<file path="config.mk">
export PLATFORM = sky130hd
export DESIGN_NAME = chunked_serial_adder_flat
export DESIGN_NICKNAME = d
export VERILOG_FILES = /design/src/rtl/chunked_serial_adder_pkg.sv /design/src/rtl/chunked_serial_adder_if.sv /design/src/rtl/chunked_serial_adder_chunk.sv /design/src/rtl/chunked_serial_adder.sv /design/src/flat_wrapper.sv
export SDC_FILE = /design/constraint.sdc
export NUM_CORES = 1
export LEC_CHECK = 0
export ABC_CLOCK_PERIOD_IN_PS = 8360
export BUFFER_PORTS_ARGS = -buffer_cell sky130_fd_sc_hd__clkbuf_2
export CAP_MARGIN = 15
export CORE_UTILIZATION = 30
export DETAILED_ROUTE_END_ITERATION = 10
export GPL_TIMING_DRIVEN = 0
export PLACE_DENSITY = 0.53
export SLEW_MARGIN = 20
export SYNTH_ARGS = -nofsm -noshare
export SYNTH_HDL_FRONTEND = slang
export SYNTH_SLANG_ARGS = --single-unit
</file>
<file path="constraint.sdc">
create_clock -name clock -period 8.36 [get_ports clock]
set_clock_uncertainty 0.05 [all_clocks]
set_input_delay 0.418 -clock clock [delete_from_list [all_inputs] [get_ports clock]]
set_output_delay 0.418 -clock clock [all_outputs]
set_load 0.01 [all_outputs]
</file>
<file path="src/rtl/chunked_serial_adder_pkg.sv">
// Shared types and sizing helpers for the chunked serial adder.
// Kept separate so the top and any wrapper agree on chunk count and index width.
package chunked_adder_pkg;

   typedef enum logic [1:0] {
      IDLE = 2'd0,
      BUSY = 2'd1,
      DONE = 2'd2
   } state_t;

   localparam int DEF_WIDTH = 32;
   localparam int DEF_CHUNK = 8;

   function automatic int nchunk(input int width, input int chunk);
      return width / chunk;
   endfunction

   // A single-chunk configuration still needs a 1-bit index register.
   function automatic int idx_width(input int n);
      return (n > 1) ? $clog2(n) : 1;
   endfunction

endpackage

</file>
<file path="src/rtl/chunked_serial_adder_if.sv">
// Operand/result handshake bundle between issue, the adder and writeback.
// master = producer/consumer side, slave = the adder.
interface chunked_serial_adder_if #(parameter int WIDTH = 32);

   logic             io_in_valid;
   logic             io_in_ready;
   logic [WIDTH-1:0] io_a;
   logic [WIDTH-1:0] io_b;
   logic             io_cin;
   logic             io_sub;
   logic             io_out_valid;
   logic             io_out_ready;
   logic [WIDTH-1:0] io_sum;
   logic             io_cout;
   logic             io_overflow;

   modport master (
      output io_in_valid, io_a, io_b, io_cin, io_sub, io_out_ready,
      input  io_in_ready, io_out_valid, io_sum, io_cout, io_overflow
   );

   modport slave (
      input  io_in_valid, io_a, io_b, io_cin, io_sub, io_out_ready,
      output io_in_ready, io_out_valid, io_sum, io_cout, io_overflow
   );

endinterface

</file>
<file path="src/rtl/chunked_serial_adder_chunk.sv">
// Combinational CHUNK-bit ripple of full-adder cells. Also exposes the carry
// into the chunk MSB so the top can form signed overflow on the last chunk.
module chunk_adder #(
   parameter int CHUNK = 8
) (
   input  logic [CHUNK-1:0] a,
   input  logic [CHUNK-1:0] b,
   input  logic             cin,
   output logic [CHUNK-1:0] sum,
   output logic             cout,
   output logic             c_msb_in
);

   logic [CHUNK:0] c;

   assign c[0] = cin;

   for (genvar i = 0; i < CHUNK; i++) begin : g_fa
      assign sum[i]   = a[i] ^ b[i] ^ c[i];
      assign c[i+1]   = (a[i] & b[i]) | (c[i] & (a[i] ^ b[i]));
   end

   assign cout     = c[CHUNK];
   assign c_msb_in = c[CHUNK-1];

endmodule

</file>
<file path="src/rtl/chunked_serial_adder.sv">
// Multi-cycle WIDTH-bit add/sub: one CHUNK-bit slice per clock through a single
// shared chunk_adder, with the inter-chunk carry held in a register.
module chunked_serial_adder
   import chunked_adder_pkg::*;
#(
   parameter int WIDTH = DEF_WIDTH,
   parameter int CHUNK = DEF_CHUNK
) (
   input  logic                   clock,
   input  logic                   reset,
   chunked_serial_adder_if.slave  io
);

   localparam int NCHUNK = nchunk(WIDTH, CHUNK);
   localparam int IDXW   = idx_width(NCHUNK);
   localparam logic [IDXW-1:0] LAST_IDX = IDXW'(NCHUNK - 1);

   state_t            state, state_nx;
   logic [IDXW-1:0]   idx;
   logic [WIDTH-1:0]  op_a, op_b, sum_r;
   logic              carry, cout_r, ovf_r;
   logic              accept, step, last;

   logic [31:0]       base;
   logic [CHUNK-1:0]  ch_a, ch_b, ch_sum;
   logic              ch_cout, ch_cmsb;

   assign base = 32'(idx) * 32'(CHUNK);
   assign ch_a = op_a[base +: CHUNK];
   assign ch_b = op_b[base +: CHUNK];

   chunk_adder #(.CHUNK(CHUNK)) u_chunk (
      .a        (ch_a),
      .b        (ch_b),
      .cin      (carry),
      .sum      (ch_sum),
      .cout     (ch_cout),
      .c_msb_in (ch_cmsb)
   );

   always_comb begin
      state_nx = state;
      accept   = 1'b0;
      step     = 1'b0;
      last     = 1'b0;
      unique case (state)
         IDLE: begin
            if (io.io_in_valid) begin
               accept   = 1'b1;
               state_nx = BUSY;
            end
         end
         BUSY: begin
            step = 1'b1;
            if (idx == LAST_IDX) begin
               last     = 1'b1;
               state_nx = DONE;
            end
         end
         DONE: begin
            if (io.io_out_ready) state_nx = IDLE;
         end
         default: state_nx = IDLE;
      endcase
   end

   always_ff @(posedge clock or negedge reset) begin
      if (!reset) state <= IDLE;
      else        state <= state_nx;
   end

   // Subtraction is A + ~B + 1, so the operand is inverted once at accept time.
   always_ff @(posedge clock or negedge reset) begin
      if (!reset) begin
         idx    <= '0;
         op_a   <= '0;
         op_b   <= '0;
         sum_r  <= '0;
         carry  <= 1'b0;
         cout_r <= 1'b0;
         ovf_r  <= 1'b0;
      end else if (accept) begin
         idx    <= '0;
         op_a   <= io.io_a;
         op_b   <= io.io_sub ? ~io.io_b : io.io_b;
         carry  <= io.io_sub ? 1'b1 : io.io_cin;
         sum_r  <= '0;
         cout_r <= 1'b0;
         ovf_r  <= 1'b0;
      end else if (step) begin
         sum_r[base +: CHUNK] <= ch_sum;
         carry                <= ch_cout;
         idx                  <= idx + 1'b1;
         if (last) begin
            cout_r <= ch_cout;
            ovf_r  <= ch_cout ^ ch_cmsb;
         end
      end
   end

   assign io.io_in_ready  = (state == IDLE);
   assign io.io_out_valid = (state == DONE);
   assign io.io_sum       = sum_r;
   assign io.io_cout      = cout_r;
   assign io.io_overflow  = ovf_r;

endmodule

</file>
<file path="src/flat_wrapper.sv">
// flat-port wrapper written by rule: the top's interface ports become plain ports
module chunked_serial_adder_flat import chunked_adder_pkg::*;
#(
   parameter int WIDTH = DEF_WIDTH,
   parameter int CHUNK = DEF_CHUNK
)
  (clock, reset, io_io_in_valid, io_io_a, io_io_b, io_io_cin, io_io_sub, io_io_out_ready, io_io_in_ready, io_io_out_valid, io_io_sum, io_io_cout, io_io_overflow);
  chunked_serial_adder_if #(.WIDTH(WIDTH)) io_i ();
  input  logic clock;
  input  logic reset;
  input wire logic [$bits(io_i.io_in_valid)-1:0] io_io_in_valid;
  input wire logic [$bits(io_i.io_a)-1:0] io_io_a;
  input wire logic [$bits(io_i.io_b)-1:0] io_io_b;
  input wire logic [$bits(io_i.io_cin)-1:0] io_io_cin;
  input wire logic [$bits(io_i.io_sub)-1:0] io_io_sub;
  input wire logic [$bits(io_i.io_out_ready)-1:0] io_io_out_ready;
  output wire logic [$bits(io_i.io_in_ready)-1:0] io_io_in_ready;
  output wire logic [$bits(io_i.io_out_valid)-1:0] io_io_out_valid;
  output wire logic [$bits(io_i.io_sum)-1:0] io_io_sum;
  output wire logic [$bits(io_i.io_cout)-1:0] io_io_cout;
  output wire logic [$bits(io_i.io_overflow)-1:0] io_io_overflow;
  assign io_i.io_in_valid = io_io_in_valid;
  assign io_i.io_a = io_io_a;
  assign io_i.io_b = io_io_b;
  assign io_i.io_cin = io_io_cin;
  assign io_i.io_sub = io_io_sub;
  assign io_i.io_out_ready = io_io_out_ready;
  assign io_io_in_ready = io_i.io_in_ready;
  assign io_io_out_valid = io_i.io_out_valid;
  assign io_io_sum = io_i.io_sum;
  assign io_io_cout = io_i.io_cout;
  assign io_io_overflow = io_i.io_overflow;
  chunked_serial_adder #(.WIDTH(WIDTH), .CHUNK(CHUNK)) u_core (.clock(clock), .reset(reset), .io(io_i));
endmodule
</file>
== Word level (Yosys, flattened, before mapping) ==
Cells that the tools add are included.
Word-level totals
  output and inout bits: 36
  flip-flop bits (word level): 103
  logic and storage cells: 91
  bits of input ports: 70
Operators by class
  bitwise logic cells: 42
  muxes and demuxes: 24
  reductions and logical operators: 5
  shifts and indexed selects: 4
  add/subtract/negate cells: 2
  equality and inequality tests: 6
Operator list (number)
  32-bit 2-to-1 mux: 3
  32-bit by 6-bit variable part select with 8-bit output: 2
  5-bit negation with 34-bit output: 1
  8-bit by 34-bit variable shift with 32-bit output (first input constant): 1
  8-bit by 34-bit variable part select with 32-bit output: 1
  32-bit bitwise mux: 1
  32-bit NOT: 1
  1-bit XOR: 17
  1-bit AND: 16
  1-bit 2-to-1 mux: 14
  2-bit 2-to-1 mux: 5
  1-bit OR: 8
  2-bit one-hot mux with 3 select lines: 1
  2-bit == test (second input constant): 2
  2-bit != test (second input constant): 2
  2-bit nonzero test: 2
  3-bit AND reduction: 1
  2-bit by 1-bit adder with 2-bit output (second input constant): 1
  2-bit by 1-bit == test with 1-bit output (second input constant): 1
  2-bit zero test: 1
  2-bit by 1-bit != test with 1-bit output (second input constant): 1
  2-bit AND reduction: 1

== Depth between registers and ports, before layout ==
Gate-level depths: netlist (run 1).
  depth in word-level cells: 22
  gate-level depth with buffers: 17

== By module ==
From an unflattened synthesis (run 1), not the netlist that was laid out.
Unflattened totals
  cells, all modules: 432
  area total of the unflattened synthesis: 4867.2 um^2
Modules (own cells, without submodules)
  chunked_serial_adder: times used 1, area an instance 4669.5 um^2, cells each 414
  chunk_adder: times used 1, area an instance 197.7 um^2, cells each 18

== Worst setup path before layout (run 1) ==
No wires, ideal clock.
  kind: flip-flop to flip-flop
  from: reg u_core.idx[1]
  to: reg u_core.sum_r[7], in the netlist u_core.io.io_sum[7]
  stages on the path, launching flop included: 17
  path buffers: 2
  period minus slack after synthesis: 4.377 ns
  slack: 3.983 ns
  arrival: 4.206 ns
  cell sequence: dfrtp_1 buf_2 buf_2 mux4_2 inv_1 fa_1 fa_1 fa_1 fa_1 fa_1 inv_1 fa_1 inv_1 fa_1 inv_1 fa_1 a22o_1
On the way
  longest elaborated chain between the ends: 21
RTL lines
  from (decl): RTL line chunked_serial_adder.sv:19  | logic [IDXW-1:0] idx;
  from (signal assigned): RTL line chunked_serial_adder.sv:93  | idx <= idx + 1'b1;
  32-bit by 6-bit variable part select with 8-bit output (on tied branches): RTL line chunked_serial_adder.sv:29, chunked_serial_adder.sv:30
  1-bit XOR: RTL line chunked_serial_adder_chunk.sv:19, chunked_serial_adder_chunk.sv:20
  1-bit AND: RTL line chunked_serial_adder_chunk.sv:20  | assign c[i+1] = (a[i] & b[i]) | (c[i] & (a[i] ^ b[i]));
  1-bit OR: RTL line chunked_serial_adder_chunk.sv:20
  1-bit AND: RTL line chunked_serial_adder_chunk.sv:20
  1-bit OR: RTL line chunked_serial_adder_chunk.sv:20
  1-bit AND: RTL line chunked_serial_adder_chunk.sv:20
  1-bit OR: RTL line chunked_serial_adder_chunk.sv:20
  [5 not listed]
  1-bit OR: RTL line chunked_serial_adder_chunk.sv:20
  1-bit AND: RTL line chunked_serial_adder_chunk.sv:20
  1-bit OR: RTL line chunked_serial_adder_chunk.sv:20
  1-bit XOR: RTL line chunked_serial_adder_chunk.sv:19  | assign sum[i] = a[i] ^ b[i] ^ c[i];
  8-bit by 34-bit variable part select with 32-bit output: RTL line chunked_serial_adder.sv:91  | sum_r[base +: CHUNK] <= ch_sum;
  32-bit bitwise mux *: RTL line chunked_serial_adder.sv:91
  32-bit 2-to-1 mux *: RTL line chunked_serial_adder.sv:90  | end else if (step) begin
  32-bit 2-to-1 mux *: RTL line chunked_serial_adder.sv:82  | end else if (accept) begin
  to (signal, indexed assignment): RTL line chunked_serial_adder.sv:91
  to (decl): RTL line chunked_serial_adder.sv:20  | logic [WIDTH-1:0] op_a, op_b, sum_r;
Mark *: on every way between the ends. The rest lies on a longest branch, timed or not. The select of a mux whose other input is x is not followed.
A chain may end at the register's enable or synchronous reset.

== Final worst setup path (run 1) ==
  from: reg u_core.idx[1]
  to: reg u_core.sum_r[23], in the netlist u_core.io.io_sum[23]
The elaborated chain is that of the path after synthesis.

==> results of run 1 <==
## kinds of logic (layout without fill, tap and decap cells)
family          count (synthesis)  in the layout  share of synthesized area (%)
buf+inv                        51            173                           5.46
xor+xnor                       33             33                           5.87
mux                            16             16                           7.32
fa+ha+maj                      12             12                           4.27
flops                         103            103                           52.3
simple gates                  159            159                           13.7
compound gates                 75             75                           11.1
## metal layers
| metal | global-route usage [%] | up-vias | wire length (um) |
|---|---|---|---|
| li1 | - | 1743 | - |
| met1 | 22.1 | 1804 | 5930 |
| met2 | 25.8 | 106 | 5900 |
| met3 | 4.59 | 14 | 753 |
| met4 | 4.10 | 0 | 157 |
| met5 | 0 | - | 0 |
## how the worst max path moves through the flow
stage	depth (start not counted)	endpoint	slack (ns)	start
after floorplan	16	u_core.io.io_sum[7]	3.98	u_core.idx[1]
after global placement	17	u_core.io.io_sum[23]	3.47	u_core.idx[1]
after detailed placement	17	u_core.io.io_sum[23]	3.43	u_core.idx[1]
after CTS	17	u_core.io.io_sum[23]	3.41	u_core.idx[1]
after global routing	17	u_core.io.io_sum[23]	3.21	u_core.idx[1]
final	17	u_core.io.io_sum[23]	3.45	u_core.idx[1]
## final cells by class
cell class | instances | share of cell area (%)
multi-input combinational | 295 | 34.2
timing repair buffer | 106 | 9.32
sequential | 103 | 42.4
clock inverter | 6 | 1.54
inverter | 22 | 1.36
clock buffer | 10 | 3.76
tap | 216 | 4.44
buffer | 29 | 3.06
## synthesized netlist by cell type (2+ instances only)
cell type	number	share of area, %
xnor2_1	32	5.7
dfrtp_1	103	52
inv_1	22	1.7
fa_1	8	3.3
nand2_1	132	10
nand4_1	3	0.38
o31ai_2	8	2.0
mux4_2	16	7.3
ha_1	4	1.0
buf_6	7	1.6
a22o_1	2	0.36
o21ai_1	8	0.81
nand3_1	11	1.1
nor2b_1	2	0.25
clkbuf_1	6	0.46
o21ai_0	28	2.8
nor2_1	2	0.15
nand2b_1	3	0.38
a21o_1	2	0.30
o2bb2ai_1	23	4.1
buf_2	14	1.4
buf_4	2	0.30
## report_power, final
part,switching [W],total (W),internal (W)
logic,0.000774,0.00129,0.000521
registers,0.000124,0.000837,0.000713
clock network,0.000194,0.000459,0.000265
## flip-flops by register name, summed over array words and instances, names as in the netlist
signal,count
u_core.io.io_sum,32
u_core.io.io_cout,1
u_core.state,2
u_core.op_a,32
u_core.idx,2
u_core.carry,1
u_core.io.io_overflow,1
u_core.op_b,32
## per-stage QoR
stage / setup WS (ns) / total power [W] / utilization (%) / cells / hold slack [ns]
after detailed placement: 3.43 / 0.00216 / 36.1 / 770 / 0.307
after floorplan: 3.98 / 0.00169 / - / 449 / 0.0724
after CTS: 3.41 / 0.00263 / 38.2 / 787 / 0.185
after global placement: 3.47 / 0.00214 / 35.8 / 769 / 0.406
after global routing: 3.21 / 0.00280 / 38.2 / 787 / 0.188
final: 3.45 / 0.00259 / 38.2 / 787 / 0.198
## worst register-to-register path: cells and delay by family (launching register included)
| family | cells | cell delay [ns] |
|---|---|---|
| fa+ha+maj | 8 | 2.97 |
| buf+inv | 7 | 1.04 |
| flops | 1 | 0.37 |
| mux | 1 | 0.26 |
| compound gates | 1 | 0.09 |
## repair_timing
action / 4_1_cts / 5_1_grt
hold buffers: 1 / 0
hold endpoints to repair: 37 / 0
endpoints found under the setup margin: 0 / 0
==> metrics.yaml, run 1 <==
path_cells: "buf_2, buf_2, mux4_2, inv_1, fa_1, fa_1, fa_1, fa_1, fa_1, inv_1, fa_1, inv_1, fa_1, inv_1, fa_1, inv_1, o31ai_2"
layout_common_cells: "nand2_1, clkbuf_2, dfrtp_1"
clock_path_buffers: 2
antenna_found_initial: 0
grt_pass1_vias: 3883
h-tree-depth: 3
worst_pin_slew_ns: 0.540
synth.ff_latch_count: 103
critPathRequiredTime_ns: 8.54
hp-start: "io_io_a[27]"
num_vias: 3667
firstDrtPassIters: 4
cts_tree: "built"
postCtsSetupRepairBufs: 0
cp_common_cell: "fa_1"
wl_per_cell_um: 16.2
grt_start_max_net_pins: 67
area_growth_pct: 23.6
r2r_start: "u_core.idx[1]"
wl_mm: 12.7
initial_core_util_pct: 30.9
core_area_sq_um: 15900
multi_input_area_sq_um: 2080
hold_path_class: "input pin to flop"
drtAntennaViolNets: 0
grt-ovfl-total: 0
final_hold_viol_count: 0
startpoint_type: "flop"
crit_path_end_kind: "flop"
antenna_cells: 0
syn-num-nets: 531
route.detailed.drc: 0
slowest_delay_ns: 0.45
dp_hpwl_mm: 9.55
maxCapViolCount: 0
drive_gt1_share_pct: 29.9
path_delay_family: "adder cells"
max_freq_ghz: 0.204
synthCells: 449
r2r_slack_ns: 3.45
seq_area_frac_synth_pct: 52.3
placed_cell_area_sq_um: 5750
rr_endpoint: "u_core.io.io_sum[23]"
cp_slowest_cell: "fa_1"
synth-main-ff-cell: "dfrtp_1"
slew_headroom_pct: 64.0
nNetsFinal: 648
rsz0062_at_grt: "no"
cellPowerDensity_nw_per_um2: 426
avgViaCountPerCell: 4.66
min_period_ns: 4.91
leakage_nw: 2.96
ys.warnings.count: 0
synthArstFlopShare_pct: 100
std_cell_rows: 46
seq_area_sq_um: 2580
hold_path_end: "u_core.op_a[27]"
synthDistinctLibCells: 33
drt_iter0_markers: 278
numCtsBuffers: 9
holdPathStages: 3
final_common_cell: "nand2_1"
track_usage_pct: 16.3
avgSynthCellArea_sq_um: 11.0
clock-root-buffer: "clkbuf_16"
clock_latency_ns: 0.36
syn-cell-area_sq_um: 4920
status: "finished clean"
crit_type: "flop to flop"
synth-edff-count: 0
path_buf_inv: 7
setup_viol: 0
peakVddDrop_uv: 169
portBuffers: 104
path_clk_slew_ns: 0.07
arrival_ns: 5.09
fin_tns_setup_ns: 0
period_share_pct: 58.7
fp.dieArea_sq_um: 16900
finish.instance_area_sq_um: 6080
rr_worst_depth: 17
grt_pass1_wl_mm: 20.5
cts.sinks: 103
die_h_um: 130
io-pin-count: 106
fillers: 1606
ctsResizeCount: 0
report.final.slew_viol_count: 0
critPathMaxFanout: 10
fp.dieW_um: 130
gp_congestion: 0.802
No activity file was read; power rests on OpenSTA's default activity.
==> run 2: changes to the inputs <==
Settings changed: ABC_AREA set to 1, ABC_CLOCK_PERIOD_IN_PS 8360 to 5050.
Clock period 8.36 ns to 5.05 ns, I/O delays scaled along.
==> run 2 against run 1 <==
Compared with the run above: combinational power grew 87%; wire length grew 16%; register-to-register slack lost 3.1 ns; via count grew 25%; worst setup slack lost 3.1 ns; global-route usage grew 1.0 points; sequential power grew 70%; die area grew 6.9%; largest cell class unchanged.
==> metrics.yaml, run 2 <==
cts_tree: "built"
cts.sinks: 103  # unchanged
h-tree-depth: 3  # unchanged
fp.dieW_um: 135  # +3.4%
worstSetupStartpoint: "u_core.idx[0]"
dp_hpwl_mm: 11.1  # +16%
met2_usage_pct: 28.2  # +2.4 points
status: "finished clean"
io-pin-count: 106  # unchanged
die_h_um: 135  # +3.4%
grt_use_met1_pct: 23.2  # +1.1 points
synth.ff_latch_count: 103  # unchanged
wl_per_cell_um: 14.9  # -8.0%
min_period_ns: 4.74  # -0.170 ns
hp-start: "io_io_a[6]"
path_clk_slew_ns: 0.07  # about the same
synth.top_cells.by_area: "dfrtp_1, nand2_1, nand3_1"
initial_core_util_pct: 30.6  # -0.30 points
avgSynthCellArea_sq_um: 8.15  # -26%
arrival_ns: 4.93  # -0.16 ns
peakVddDrop_uv: 308  # +83%
antenna_found_initial: 0  # unchanged
path_buf_inv: 7  # unchanged
ys_top_cells_by_count: "nand2_1, dfrtp_1, nand3_1"
slew_headroom_pct: 60.3  # -3.7 points
cp_slowest_cell: "fa_1"
core_area_sq_um: 17200  # +8.1%
numCtsBuffers: 9  # unchanged
avgViaCountPerCell: 4.61  # -0.98%
r2r_start: "u_core.idx[0]"
final_common_cell: "nand2_1"
crit_path_end_kind: "flop"
crit_type: "flop to flop"
synth-edff-count: 0  # unchanged
final_hold_viol_count: 0  # unchanged
wl_mm: 14.8  # +16%
ys.warnings.count: 0  # unchanged
path_delay_family: "adder cells"
dpl.cell_count: 976  # +27%
pwr-share-seq_pct: 31.0  # -1.3 points
grt-ovfl-total: 0  # unchanged
power.internal_w: 0.00250  # +67%
clock-root-buffer: "clkbuf_16"
synth-main-ff-cell: "dfrtp_1"
route.detailed.drc: 0  # unchanged
report.final.slew_viol_count: 0  # unchanged
drt_iter0_markers: 248  # -11%
max_freq_ghz: 0.211  # +3.6%
yosysMostFrequentCell: "nand2_1"
hold_path_class: "input pin to flop"
layout_common_cells: "nand2_1, clkbuf_2, dfrtp_1"
worst_pin_slew_ns: 0.596  # +0.0559 ns
busiest_layer: "met2"
cellPowerDensity_nw_per_um2: 706  # +66%
p_sw_w: 0.00207  # +89%
startpoint_type: "flop"
yosysTopAreaCell: "dfrtp_1"
antenna_cells: 0  # unchanged
grt_pass1_wl_mm: 23.7  # +16%
track_usage_pct: 17.4  # +1.0 points
slowest_delay_ns: 0.46  # about the same
grt_pass1_vias: 4450  # +15%
final_cells: 994  # +26%
yosys.area.top_type_share_pct: 48.9  # -3.5 points
area_growth_pct: 22.6
maxCapViolCount: 0  # unchanged
drtAntennaViolNets: 0  # unchanged
synthArstFlopShare_pct: 100  # unchanged
p_sw_share_pct: 45.3  # +3.2 points
leakage_nw: 3.40  # +15%
std_cell_rows: 48  # +4.3%
syn-cell-area_sq_um: 5270  # +7.1%
fin_tns_setup_ns: 0  # unchanged
num_vias: 4586  # +25%
synthCells: 647  # +44%
clock_path_buffers: 2  # unchanged
setup_viol: 0  # unchanged
drive_gt1_share_pct: 20.2  # -9.8 points
fp.dieArea_sq_um: 18100  # +6.9%
seq_area_frac_synth_pct: 48.9  # -3.5 points
grt_start_max_net_pins: 80  # +19%
power_frac_comb_pct: 52.9  # +2.9 points
portBuffers: 103  # -0.96%
gp_congestion: 0.851  # +6.1%
synthDistinctLibCells: 25  # -24%
nNetsFinal: 846  # +31%
critPathMaxFanout: 11  # +1
path_cells: "inv_1, buf_6, buf_6, nand2_1, nand3_1, nand2_1, fa_1, fa_1, fa_1, fa_1, fa_1, inv_1, fa_1, inv_1, fa_1, inv_1, fa_1, nand3_1, inv_1, nand2_1, nand2_1"
clockPowerShare_pct: 16.1  # -1.6 points
period_share_pct: 93.8  # +35 points
grt.met3_usage_pct: 3.34  # -1.3 points
cp_common_cell: "fa_1"
syn-num-nets: 729  # +37%
critPathRequiredTime_ns: 5.25  # -3.29 ns
rsz0062_at_grt: "no"
firstDrtPassIters: 6  # +2
clock_latency_ns: 0.36  # about the same
run 2: cell types whose count changed in the layout (fill, tap and decap cells not counted), sizes merged, moves of 13 or more:
cell / change
nor2: +37
o2bb2ai: -23
inv: +13
nand3: +86
nand2: +91
mux4: -16
run 2: cells by family (layout without fill, tap and decap cells):
kind of cell,count (synthesis),count (layout),share of synthesized area [%]
and+or+nand+nor,361,361,28.8
xor gates and xnor gates,33,33,5.48
buffers and inverters,78,200,6.86
adders and majority gates,12,12,3.99
DFF,103,103,48.9
AOI/OAI and AO/OA,60,60,5.98
run 2: final cells by class:
class	instances	area [sq um]
repair buffers	107	577
multi-input cells	466	2330
clock inverters	2	37.5
flip-flops and latches	103	2580
well taps	225	282
clock buffers	14	274
fillers	1860	10800
plain buffers	41	248
inverters	36	135
run 2: power by group through the flow:
stage	sequential [W]	combinational [W]	clock [W]
floorplan	0.00141	0.00157	0
global placement	0.00143	0.00235	0
detailed placement	0.00143	0.00237	0
CTS	0.00142	0.00239	0.000757
global route	0.00146	0.00274	0.000785
finish	0.00142	0.00241	0.000736
run 2: per-stage QoR:
stage / hold slack (ns) / utilization [%] / cell area [sq um] / total power [W] / setup slack (ns)
after global routing: 0.0604 / 37.5 / 6460 / 0.00498 / 0.00000533
after global placement: 0.403 / 35.2 / 6070 / 0.00378 / 0.0177
final: 0.0750 / 37.5 / 6460 / 0.00456 / 0.314
after CTS: 0.0612 / 37.3 / 6430 / 0.00457 / 0.0516
after detailed placement: 0.0983 / 35.4 / 6110 / 0.00381 / 0.0138
after floorplan: -0.0931 / - / 5270 / 0.00297 / 0.565
run 2: worst paths after layout:
path                                        end  slack, ns  depth (start not counted)
setup / recovery           u_core.io.io_sum[31]       0.31                         21
hold / removal                   u_core.op_a[6]       0.07                          3
setup reg to reg           u_core.io.io_sum[31]       0.31                         21
hold reg to reg                 u_core.op_a[11]       0.42                          2
max in group asynchronous         u_core.idx[0]       3.99                          3
min in group asynchronous  u_core.io.io_sum[20]       0.29                          2
run 2: repair_timing:
action | CTS | global route
endpoints found under the setup margin | 1 | 6
endpoints found under the hold margin | 24 | 0
hold buffers | 1 | 0
resized for setup | 1 | 12
buffers inserted | 0 | 2
pin swaps | 0 | 0
run 2: worst min-delay path: cells and delay by family:
kind / cells / cell delay [ns]
AND/OR/NAND/NOR: 2 / 0.11
buffers and inverters: 1 / 0.08
run 2: routing by layer:
metal / vias to the layer above / share of wire [%]
met4: 0 / 1.7
met2: 103 / 47
met1: 2179 / 48
li1: 2288 / -
met3: 16 / 3.6
met5: - / 0
==> run 3: changes to the inputs <==
Settings changed: PLACE_DENSITY 0.53 to unset.
==> run 3 against run 2 <==
Compared with the run above: cell area is essentially flat; maximum frequency fell by 1.3%; total power down 0.40%; wire length down 2.0%; cell count unchanged; die area did not move; sequential power about the same; non-clock buffer count did not move; first-iteration DRC count down 6.5%; combinational power about the same; flip-flop and latch count stayed put; highest routed layer unchanged; largest power group unchanged.
==> metrics.yaml, run 3 (synthesized netlist as in run 2, its figures left out) <==
rsz0062_at_grt: "no"
setup_viol: 0  # unchanged
std_cell_rows: 48  # unchanged
placed_cell_area_sq_um: 6110  # unchanged
critPathMaxFanout: 11  # unchanged
cts_tree: "built"
leakage_nw: 3.40  # about the same
io-pin-count: 106  # unchanged
report.final.slew_viol_count: 0  # unchanged
fp.dieW_um: 135  # unchanged
area_growth_pct: 22.7  # about the same
antenna_cells: 0  # unchanged
layout_common_cells: "nand2_1, clkbuf_2, dfrtp_1"
cp_common_cell: "fa_1"
grt_pass1_vias: 4358  # -2.1%
clock-root-buffer: "clkbuf_16"
p_sw_share_pct: 45.1  # -0.22 points
dpl.cell_count: 976  # unchanged
holdPathStages: 2  # -1
cellPowerDensity_nw_per_um2: 703  # -0.50%
hold_path_class: "input pin to flop"
crit_type: "flop to flop"
final_hold_viol_count: 0  # unchanged
avgViaCountPerCell: 4.55  # -1.4%
firstDrtPassIters: 4  # -2
wl_mm: 14.5  # -2.0%
final_cells: 994  # unchanged
dp_hpwl_mm: 11.0  # -0.33%
finish.instance_area_sq_um: 6470  # about the same
drive_gt1_share_pct: 20.3  # +0.13 points
portBuffers: 103  # unchanged
antenna_found_initial: 0  # unchanged
fillers: 1843  # -0.91%
clockPowerShare_pct: 16.6  # +0.5 points
grt-ovfl-total: 0  # unchanged
multi_input_area_sq_um: 2330  # unchanged
nNetsFinal: 846  # unchanged
initial_core_util_pct: 30.6  # unchanged
die_h_um: 135  # unchanged
fin_tns_setup_ns: 0  # unchanged
num_vias: 4521  # -1.4%
wl_per_cell_um: 14.6  # -2.0%
arrival_ns: 5.00  # +0.07 ns
period_share_pct: 95.0  # +1.3 points
worst_pin_slew_ns: 0.565  # -0.0314 ns
clock_path_buffers: 2  # unchanged
path_buf_inv: 7  # unchanged
power_frac_comb_pct: 52.3  # -0.6 points
rr_worst_depth: 21  # unchanged
route.detailed.drc: 0  # unchanged
pwr-share-seq_pct: 31.1  # about the same
numCtsBuffers: 9  # unchanged
maxCapViolCount: 0  # unchanged
p_sw_w: 0.00205  # -0.89%
startpoint_type: "flop"
finalPower_w: 0.00455  # -0.40%
fin_util_pct: 37.5  # about the same
min_period_ns: 4.80  # +0.0643 ns
slew_headroom_pct: 62.4  # +2.1 points
cp.depth: 21  # unchanged
crit_path_end_kind: "flop"
critPathRequiredTime_ns: 5.25  # about the same
seq_area_sq_um: 2580  # unchanged
gp_congestion: 0.861  # +1.1%
max_freq_ghz: 0.208  # -1.3%
drtAntennaViolNets: 0  # unchanged
cts.sinks: 103  # unchanged
grt_pass1_wl_mm: 23.2  # -2.0%
slowest_delay_ns: 0.46  # about the same
clock_latency_ns: 0.35  # about the same
drt_iter0_markers: 232  # -6.5%
power.internal_w: 0.00250  # about the same
path_clk_slew_ns: 0.07  # about the same
track_usage_pct: 16.9  # -0.51 points
grt_start_max_net_pins: 68  # -15%
core_area_sq_um: 17200  # unchanged
final_common_cell: "nand2_1"
peakVddDrop_uv: 326  # +5.8%
path_delay_family: "adder cells"
path_cells: "inv_1, buf_4, buf_6, nand2_1, nand3_1, nand2_1, fa_1, fa_1, fa_1, fa_1, fa_1, inv_1, fa_1, inv_1, fa_1, inv_1, fa_1, nand3_1, inv_1, nand2_1, nand2_1"
cp_slowest_cell: "dfrtp_2"
h-tree-depth: 3  # unchanged
fp.dieArea_sq_um: 18100  # unchanged
status: "finished clean"
## run 3: final cells by class
| cell class | instances | share of cell area (%) |
|---|---|---|
| Inverter | 36 | 2.09 |
| Tap cell | 225 | 4.35 |
| Clock buffer | 9 | 3.48 |
| Sequential cell | 103 | 39.8 |
| Clock inverter | 7 | 1.51 |
| Multi-Input combinational cell | 466 | 36.1 |
| Buffer | 41 | 3.75 |
| Timing Repair Buffer | 107 | 8.91 |
## run 3: through the flow
step,setup WS [ns],hold WS (ns)
4_1_cts,0.0427,0.0562
3_5_place_dp,-0.00295,0.145
5_1_grt,0.0161,0.0583
2_1_floorplan,0.565,-0.0931
3_3_place_gp,0.0628,0.407
6_report,0.250,0.0679
## run 3: timing repair
action | 4_1_cts | 5_1_grt
hold endpoints to repair | 36 | 0
resized for setup | 1 | 9
setup endpoints to repair | 1 | 4
buffers inserted | 0 | 2
pin swaps | 0 | 0
cloned | 0 | 0
hold buffers | 1 | 0
## run 3: power groups by stage
stage | Clock (W) | Sequential [W] | Combinational (W)
3_5_place_dp | 0 | 0.00143 | 0.00234
4_1_cts | 0.000772 | 0.00142 | 0.00235
5_1_grt | 0.000800 | 0.00145 | 0.00268
6_report | 0.000753 | 0.00142 | 0.00238
2_1_floorplan | 0 | 0.00141 | 0.00157
3_3_place_gp | 0 | 0.00142 | 0.00232
## run 3: final timing paths
path | slack, ns | start | endpoint
max | 0.25 | u_core.idx[0] | u_core.io.io_sum[31]
max in group asynchronous | 3.98 | reset | u_core.op_b[19]
min | 0.07 | io_io_a[21] | u_core.op_a[21]
min in group asynchronous | 0.33 | reset | u_core.io.io_sum[19]
min reg2reg | 0.43 | u_core.op_a[7] | u_core.op_a[7]
max reg2reg | 0.25 | u_core.idx[0] | u_core.io.io_sum[31]
## run 3: worst register-to-register path: cells and delay by family (launching register included)
| family | cells | cell delay, ns |
|---|---|---|
| adders and majority gates | 8 | 2.97 |
| DFF | 1 | 0.46 |
| and+or+nand+nor | 6 | 0.47 |
| buffers and inverters | 7 | 0.73 |
## run 3: layer usage
| layer | part of all wire (%) | wire (um) | vias up | track usage (%) |
|---|---|---|---|---|
| met3 | 5.8 | 839 | 12 | 4.28 |
| met2 | 46 | 6700 | 123 | 26.9 |
| li1 | - | - | 2293 | - |
| met5 | 0 | 0 | - | 0 |
| met4 | 1.2 | 177 | 0 | 4.00 |
| met1 | 47 | 6790 | 2093 | 22.9 |
